## src/rtl/mul_pkg.sv

```systemverilog
// Shared opcode and state encodings for the iterative RV32M multiplier.
package mul_pkg;

  localparam logic [1:0] OP_MUL    = 2'b00;
  localparam logic [1:0] OP_MULH   = 2'b01;
  localparam logic [1:0] OP_MULHSU = 2'b10;
  localparam logic [1:0] OP_MULHU  = 2'b11;

  localparam logic [1:0] S_IDLE = 2'd0;
  localparam logic [1:0] S_RUN  = 2'd1;
  localparam logic [1:0] S_DONE = 2'd2;

endpackage

```

## src/rtl/mul_sign_fix.sv

```systemverilog
// Splits an operand into an unsigned magnitude and a sign bit when it is treated as signed.
module mul_sign_fix
  import mul_pkg::*;
#(
  parameter int n = 32
) (
  input  logic [n-1:0] operand,
  input  logic         signed_flag,
  output logic [n-1:0] magnitude,
  output logic         sign
);

  localparam logic [n-1:0] ONE = n'(1);

  // The most negative value negates to itself, which read as unsigned is its true magnitude.
  assign sign      = signed_flag & operand[n-1];
  assign magnitude = sign ? ((~operand) + ONE) : operand;

endmodule

```

## src/rtl/iter_multiplier.sv

```systemverilog
// Iterative shift-and-add multiplier, one multiplier bit per cycle (n cycles in RUN).
// Macro ITER_MULTIPLIER_MULH_EN enables MULH/MULHSU/MULHU; without it every op returns the unsigned low word.
module iter_multiplier
  import mul_pkg::*;
#(
  parameter int n = 32
) (
  input  logic         clk,
  input  logic         rst,
  input  logic         start,
  input  logic [1:0]   op,
  input  logic [n-1:0] a,
  input  logic [n-1:0] b,
  output logic         ready,
  output logic         busy,
  output logic         valid,
  output logic [n-1:0] result
);

`ifdef ITER_MULTIPLIER_MULH_EN
  localparam int AW = 2 * n;
`else
  // Only the low word is ever returned, so the upper accumulator half would be dead logic.
  localparam int AW = n;
`endif
  localparam int CW = $clog2(n);
  localparam logic [CW-1:0] CNT_LAST = CW'(n - 1);
  localparam logic [CW-1:0] CNT_ONE  = CW'(1);

  logic [1:0]    state_reg;
  logic [CW-1:0] cnt_reg;
  logic [AW-1:0] acc_reg;
  logic [AW-1:0] mcand_reg;
  logic [AW-1:0] acc_sum;
  logic [n-1:0]  mplier_reg;
  logic [n-1:0]  result_reg;
  logic [n-1:0]  result_next;
  logic [n-1:0]  a_mag;
  logic [n-1:0]  b_mag;
  logic          a_signed;
  logic          b_signed;
  logic          a_neg;
  logic          b_neg;

  mul_sign_fix #(.n(n)) u_fix_a (
    .operand     (a),
    .signed_flag (a_signed),
    .magnitude   (a_mag),
    .sign        (a_neg)
  );

  mul_sign_fix #(.n(n)) u_fix_b (
    .operand     (b),
    .signed_flag (b_signed),
    .magnitude   (b_mag),
    .sign        (b_neg)
  );

  assign acc_sum = acc_reg + (mplier_reg[0] ? mcand_reg : '0);

`ifdef ITER_MULTIPLIER_MULH_EN
  localparam logic [AW-1:0] ACC_ONE = AW'(1);

  logic          neg_reg;
  logic          hi_reg;
  logic [AW-1:0] acc_fixed;

  assign a_signed    = (op == OP_MULH) || (op == OP_MULHSU);
  assign b_signed    = (op == OP_MULH);
  // Sign fix is folded into the final RUN step so result is already loaded when valid rises.
  assign acc_fixed   = neg_reg ? ((~acc_sum) + ACC_ONE) : acc_sum;
  assign result_next = hi_reg ? acc_fixed[AW-1:n] : acc_fixed[n-1:0];
`else
  logic unused_sign;

  assign a_signed    = 1'b0;
  assign b_signed    = 1'b0;
  assign unused_sign = a_neg ^ b_neg ^ (^op);
  assign result_next = acc_sum;
`endif

  always_ff @(posedge clk) begin
    if (rst) begin
      state_reg  <= S_IDLE;
      cnt_reg    <= '0;
      acc_reg    <= '0;
      mcand_reg  <= '0;
      mplier_reg <= '0;
      result_reg <= '0;
`ifdef ITER_MULTIPLIER_MULH_EN
      neg_reg    <= 1'b0;
      hi_reg     <= 1'b0;
`endif
    end else begin
      case (state_reg)
        S_IDLE, S_DONE: begin
          if (start) begin
            state_reg  <= S_RUN;
            cnt_reg    <= '0;
            acc_reg    <= '0;
            mcand_reg  <= AW'(a_mag);
            mplier_reg <= b_mag;
`ifdef ITER_MULTIPLIER_MULH_EN
            neg_reg    <= a_neg ^ b_neg;
            hi_reg     <= (op != OP_MUL);
`endif
          end else begin
            state_reg <= S_IDLE;
          end
        end
        S_RUN: begin
          acc_reg    <= acc_sum;
          mcand_reg  <= mcand_reg << 1;
          mplier_reg <= mplier_reg >> 1;
          cnt_reg    <= cnt_reg + CNT_ONE;
          if (cnt_reg == CNT_LAST) begin
            state_reg  <= S_DONE;
            result_reg <= result_next;
          end
        end
        default: state_reg <= S_IDLE;
      endcase
    end
  end

  assign ready  = (state_reg == S_IDLE) || (state_reg == S_DONE);
  assign busy   = (state_reg == S_RUN);
  assign valid  = (state_reg == S_DONE);
  assign result = result_reg;

endmodule

```

## config.mk

```make
export PLATFORM = sky130hd
export DESIGN_NAME = iter_multiplier
export DESIGN_NICKNAME = d
export VERILOG_FILES = /design/src/rtl/mul_pkg.sv /design/src/rtl/mul_sign_fix.sv /design/src/rtl/iter_multiplier.sv
export SDC_FILE = /design/constraint.sdc
export NUM_CORES = 1
export LEC_CHECK = 0
export ABC_AREA = 1
export BUFFER_PORTS_ARGS = -buffer_cell sky130_fd_sc_hd__buf_2
export CAP_MARGIN = 20
export CORE_ASPECT_RATIO = 1.4
export CORE_MARGIN = 2
export CORE_UTILIZATION = 54
export CTS_BUF_LIST = sky130_fd_sc_hd__clkbuf_8
export DETAILED_ROUTE_END_ITERATION = 10
export PLACE_DENSITY = 0.75
export SYNTH_ARGS = -nofsm -noshare
export SYNTH_HDL_FRONTEND = slang
export SYNTH_SLANG_ARGS = --single-unit
```

## constraint.sdc

```tcl
create_clock -name clk -period 4.15 [get_ports clk]
set_clock_uncertainty 0.1 [all_clocks]
set_input_delay 0.83 -clock clk [delete_from_list [all_inputs] [get_ports clk]]
set_output_delay 0.83 -clock clk [all_outputs]
set_load 0.005 [all_outputs]
```

# --- Yosys cells after proc, flatten, opt, wreduce, memory -nomap -nowiden ---
# Index checks and enable logic that the tools add are counted.
totals:
  ff_bits: 135
  input_bits: 69
  output_inout_bits: 35
  elab_cells: 31
classes:
  n_addsub: 2
  eq_ne: 5
  n_mux: 12
  reduce_logical: 6
op_table:
  columns: ["op", "n"]
  rows:
  - ["$pmux W32 S2", 3]
  - ["$mux W32", 4]
  - ["$add A32 B32 Y32", 1]
  - ["$pmux W5 S2", 1]
  - ["$add A5 B1 Y5 const B", 1]
  - ["$eq A5 B5 Y1 const B", 1]
  - ["$mux W5", 1]
  - ["$pmux W2 S2", 1]
  - ["$reduce_and A2 Y1", 2]
  - ["$eq A2 B1 Y1 const B", 1]
  - ["$eq A2 B2 Y1 const B", 1]
  - ["$logic_not A2 Y1", 1]
  - ["$mux W2", 1]
  - ["$ne A2 B1 Y1 const B", 1]
  - ["$ne A2 B2 Y1 const B", 1]
  - ["$reduce_bool A2 Y1", 1]
  - ["$reduce_or A2 Y1", 1]
  - ["$logic_or A1 B1 Y1", 1]
  - ["$mux W1", 1]

# --- Longest topological paths before layout ---
depth:
  ltp_word: 4
  ltp_mapped: 18

# --- Cells and area by module ---
# Synthesis repeated with hierarchy kept, for this count alone.
hier_totals:
  cells_unflattened: 1698
  area_unflattened_um2: 9944.5
modules_own_cells:
  columns: ["mod", "instances", "cells_each", "area_each_um2", "seq_area_each_um2"]
  rows:
  - ["iter_multiplier", 1, 1244, 7785.0, 2702.6]
  - ["mul_sign_fix", 2, 227, 1079.8, 0.0]

# --- Worst setup path after synthesis ---
# No wires, ideal clock.
synth_path:
  path_type: "reg2reg"
  startpoint: "register mplier_reg[0]"
  endpoint: "register result_reg[31] (netlist: result[31])"
  setup_ps: 109
  t_arrival_ps: 1963
  t_required_ps: 3941
  slack_ps: 1978
  stages_incl_launch_ff: 18
  path_buffers: 2
  synth_period_minus_slack_ps: 2172
  path_cell_list: "dfxtp_1 -> clkbuf_1 -> clkbuf_1 -> nand2_1 -> inv_1 -> ha_1 -> nand2_2 -> inv_1 -> a21oi_1 -> nand2_1 -> nand2_1 -> nand2_2 -> nand2_1 -> nand3_1 -> nand2_1 -> nand2_1 -> nand2_1 -> inv_1"
synth_between:
  elab_chain_cells: 2
synth_rtl:
  columns: ["element", "line", "rtl"]
  rows:
  - ["start: declaration", "iter_multiplier.sv:35", "logic [n-1:0] mplier_reg;"]
  - ["start signal: assignment", "iter_multiplier.sv:102", "mplier_reg <= b_mag;"]
  - ["start signal: assignment", "iter_multiplier.sv:114", "mplier_reg <= mplier_reg >> 1;"]
  - ["$mux W32", "iter_multiplier.sv:59", "assign acc_sum = acc_reg + (mplier_reg[0] ? mcand_reg : '0);"]
  - ["$add A32 B32 Y32", "iter_multiplier.sv:59", null]
  - ["end signal: assignment", "iter_multiplier.sv:118", "result_reg <= result_next;"]
  - ["end: declaration", "iter_multiplier.sv:36", "logic [n-1:0] result_reg;"]
# Every way passes these cells.
# A chain may end at the register's enable or synchronous reset.

# --- Worst setup path after layout ---
layout_path:
  startpoint: "register state_reg[0]"
  endpoint: "output port busy"
layout_between:
  elab_chain_cells: 1
layout_rtl:
  columns: ["element", "line", "rtl"]
  rows:
  - ["start: declaration", "iter_multiplier.sv:30", "logic [1:0] state_reg;"]
  - ["start signal: assignment", "iter_multiplier.sv:84", "state_reg <= S_IDLE;"]
  - ["start signal: assignment", "iter_multiplier.sv:98", "state_reg <= S_RUN;"]
  - ["start signal: assignment", "iter_multiplier.sv:108", "state_reg <= S_IDLE;"]
  - ["$eq A2 B1 Y1", "iter_multiplier.sv:127", "assign busy = (state_reg == S_RUN);"]
  - ["end: declaration", "iter_multiplier.sv:15", "output logic busy,"]
# Every way passes these cells.

==> metrics.yaml <==
worst_setup_path:
  cp_slowest_cell: "buf_4"
  crit_buf_inv: 3
  crit_fanout: 38
  path_delay_family: "buffers and inverters"
  arrival_ns: 1.93
  end_kind: "output pin"
  ff2ff_path_depth: 15
  cp_slowest_stage_delay_ns: 0.48
  cp.depth: 4
  worst_ep_required_time_ns: 3.22
  worstSetupPathType: "reg2out"
  crit_chain: "inv_2 > nor2_4 > buf_4 > buf_2"
  worst_setup_path_start_kind: "flop"
drt:
  drc: 0
  vias: 7629
  postRouteAntennaNets: 0
  routed_wl_um: 19800
  dr.pass1.iters: 5
  drt-initial-drc-count: 331
  wl_per_cell_um: 13.0
  vias_per_cell: 5.01
yosys:
  synth_ff_type: "dfxtp_1"
  synthMostInstantiatedCell: "nand2_1"
  synth_edf_count: 0
  avgSynthCellArea_um2: 6.27
  netlist_top_cells_count: "569 x nand2_1, 166 x inv_1, 135 x dfxtp_1, 72 x a21oi_1, 62 x a31oi_1"
  yosys_warnings: 0
  syn_nets: 1348
  yosysUniqueCellTypes: 34
  post-synth-top-area-cell: "dfxtp_1"
  synth_area_um2: 7800
  async_flop_share: 0
  seq_area_frac_synth: 0.346
  synthCells: 1245
  ys_top_cells_by_area: "dfxtp_1 35%, nand2_1 27%, inv_1 8.0%"
  netlist.area_leader.share: 0.346
  yosys_register_bits: 135
timing:
  rsz0062_at_grt: "no"
  fin_tns_setup_ns: 0
  slew_viol_final: 0
  max_freq_mhz: 349
  tightest_slew_ns: 0.961
  setup_viol: 0
  slew-limit-headroom: 0.359
  hold_viol_final: 0
  post-route-min-period_ns: 2.86
  min_period_over_period: 0.690
die:
  ios: 104
  die_x_um: 106
  core_um2: 14300
  start_util: 0.545
  die_area_um2: 15400
  die_height_um: 146
  rows: 52
placement:
  hpwl_um: 14300
  routabilityCongestion: 0.927
  dpl_cell_area_um2: 8400
  io_buffers: 101
clock_tree:
  root_buffer: "clkbuf_8"
  cts_tree: "done"
  cts_buffers: 17
  cts_setup_buffers: 0
  cts_resized: 0
  htreeDepth: 4
  clockBufferDepth: 2
  clk_pin_slew_ns: 0.09
  cts_sinks: 135
  insertion_delay_ns: 0.46
  ctsHoldBuffers: 0
pwr:
  p_leak_nw: 4.60
  p_comb_frac: 0.089
  p_per_area_nw_per_um2: 314
  internal_power_mw: 1.98
  switching_share: 0.285
  irDropWorstVdd_mv: 0.197
  power_switching_mw: 0.788
  clkPwrFrac: 0.413
  power_frac_seq: 0.499
global_route:
  grt_pass1_vias: 6952
  grt_max_degree: 68
  grt_pass1_wl_um: 32400
  grt_usage: 0.259
  overflow: 0
  antenna_found_initial: 0
hold_path:
  hold_path_depth: 2
  hold_path.class: "reg2reg"
final_layout:
  nNetsFinal: 1425
  final_area_um2: 8800
  diodes: 0
  post_route_cells_drive_above_1_share: 0.126
  area_growth_pct: 12.7
outcome:
  status: "completed"
run:
  cap_violations: 0
==> layer usage <==
layer | track usage | vias up | wire [µm]
met5 | 0 | - | 0
met4 | 0.0770 | 0 | 391
met3 | 0.0397 | 26 | 731
met2 | 0.442 | 161 | 9630
met1 | 0.339 | 3413 | 9030
li1 | - | 4029 | -
==> logic make-up (layout without fill, tap and decap cells) <==
group | Yosys count | after routing | synth area share
flip-flops | 135 | 135 | 0.346
AND/OR/NAND/NOR | 678 | 678 | 0.348
XOR/XNOR | 15 | 15 | 0.0178
buffers and inverters | 221 | 311 | 0.111
adder cells (fa/ha/maj) | 34 | 34 | 0.0555
AO/OA/AOI/OAI | 162 | 162 | 0.122
==> placed cells by master (no fill, tap or decap), drive strengths merged <==
cell	synthesis	layout
o21bai	2	2
a21oi	72	72
and2	1	1
nor2	45	45
clkbuf	30	17
a221oi	1	1
a31oi	62	62
fa	1	1
buf	20	108
o21a	11	11
ha	33	33
clkinv	2	5
o21ai	7	7
inv	169	177
clkinvlp	0	2
nand3	43	43
nor3	3	3
nand4	1	1
bufinv	0	2
dfxtp	135	135
nand3b	6	6
a21o	5	5
nand2	579	579
a211oi	2	2
xor2	15	15
==> metrics by stage <==
stage / total power, mW / cells / util / hold slack, ns / setup slack [ns]
floorplan: 1.57 / 1245 / - / 0.337 / 1.98
global placement: 1.65 / 1492 / 0.587 / 0.350 / 1.40
detailed placement: 1.65 / 1492 / 0.587 / 0.352 / 1.35
CTS: 2.77 / 1524 / 0.615 / 0.365 / 1.28
global route: 2.87 / 1524 / 0.615 / 0.388 / 1.01
finish: 2.76 / 1524 / 0.615 / 0.364 / 1.29
==> worst paths after layout <==
path,start,to,slack [ns]
min reg2reg,result[12]$_SDFFE_PP0P_,result[12]$_SDFFE_PP0P_,0.36
max,state_reg[0]$_SDFFE_PP0P_,busy,1.29
min,result[12]$_SDFFE_PP0P_,result[12]$_SDFFE_PP0P_,0.36
max reg2reg,mplier_reg[0]$_SDFFE_PP0P_,result[24]$_SDFFE_PP0P_,1.31
==> cell type report <==
class,instances,area [µm²]
Sequential cell,135,2700
Timing Repair Buffer,108,573
Clock buffer,17,234
Inverter,171,642
Multi-Input combinational cell,889,4240
Clock inverter,15,168
Fill cell,1457,5520
Tap cell,189,236
==> power by group through the flow <==
stage                     Combinational [mW]  Sequential, mW  Clock [mW]
after floorplan                        0.175            1.40           0
after global placement                 0.242            1.41           0
after detailed placement               0.246            1.41           0
after CTS                              0.247            1.38        1.15
after global routing                   0.276            1.39        1.21
final                                  0.245            1.38        1.14
==> worst reg2reg max path, cell delays in order (launching register included) <==
cell,delay (ns)
dfxtp_1,0.88
nand2_1,0.12
inv_1,0.09
ha_1,0.23
fa_1,0.29
nand3_1,0.10
nand3_1,0.16
nand2_1,0.09
nand2_1,0.15
nand2_1,0.13
nand3_1,0.10
nand2_1,0.07
nand2_1,0.08
nand2_1,0.05
nand2_1,0.07
inv_1,0.03
Note: power is estimated with default switching activity, not from simulation.
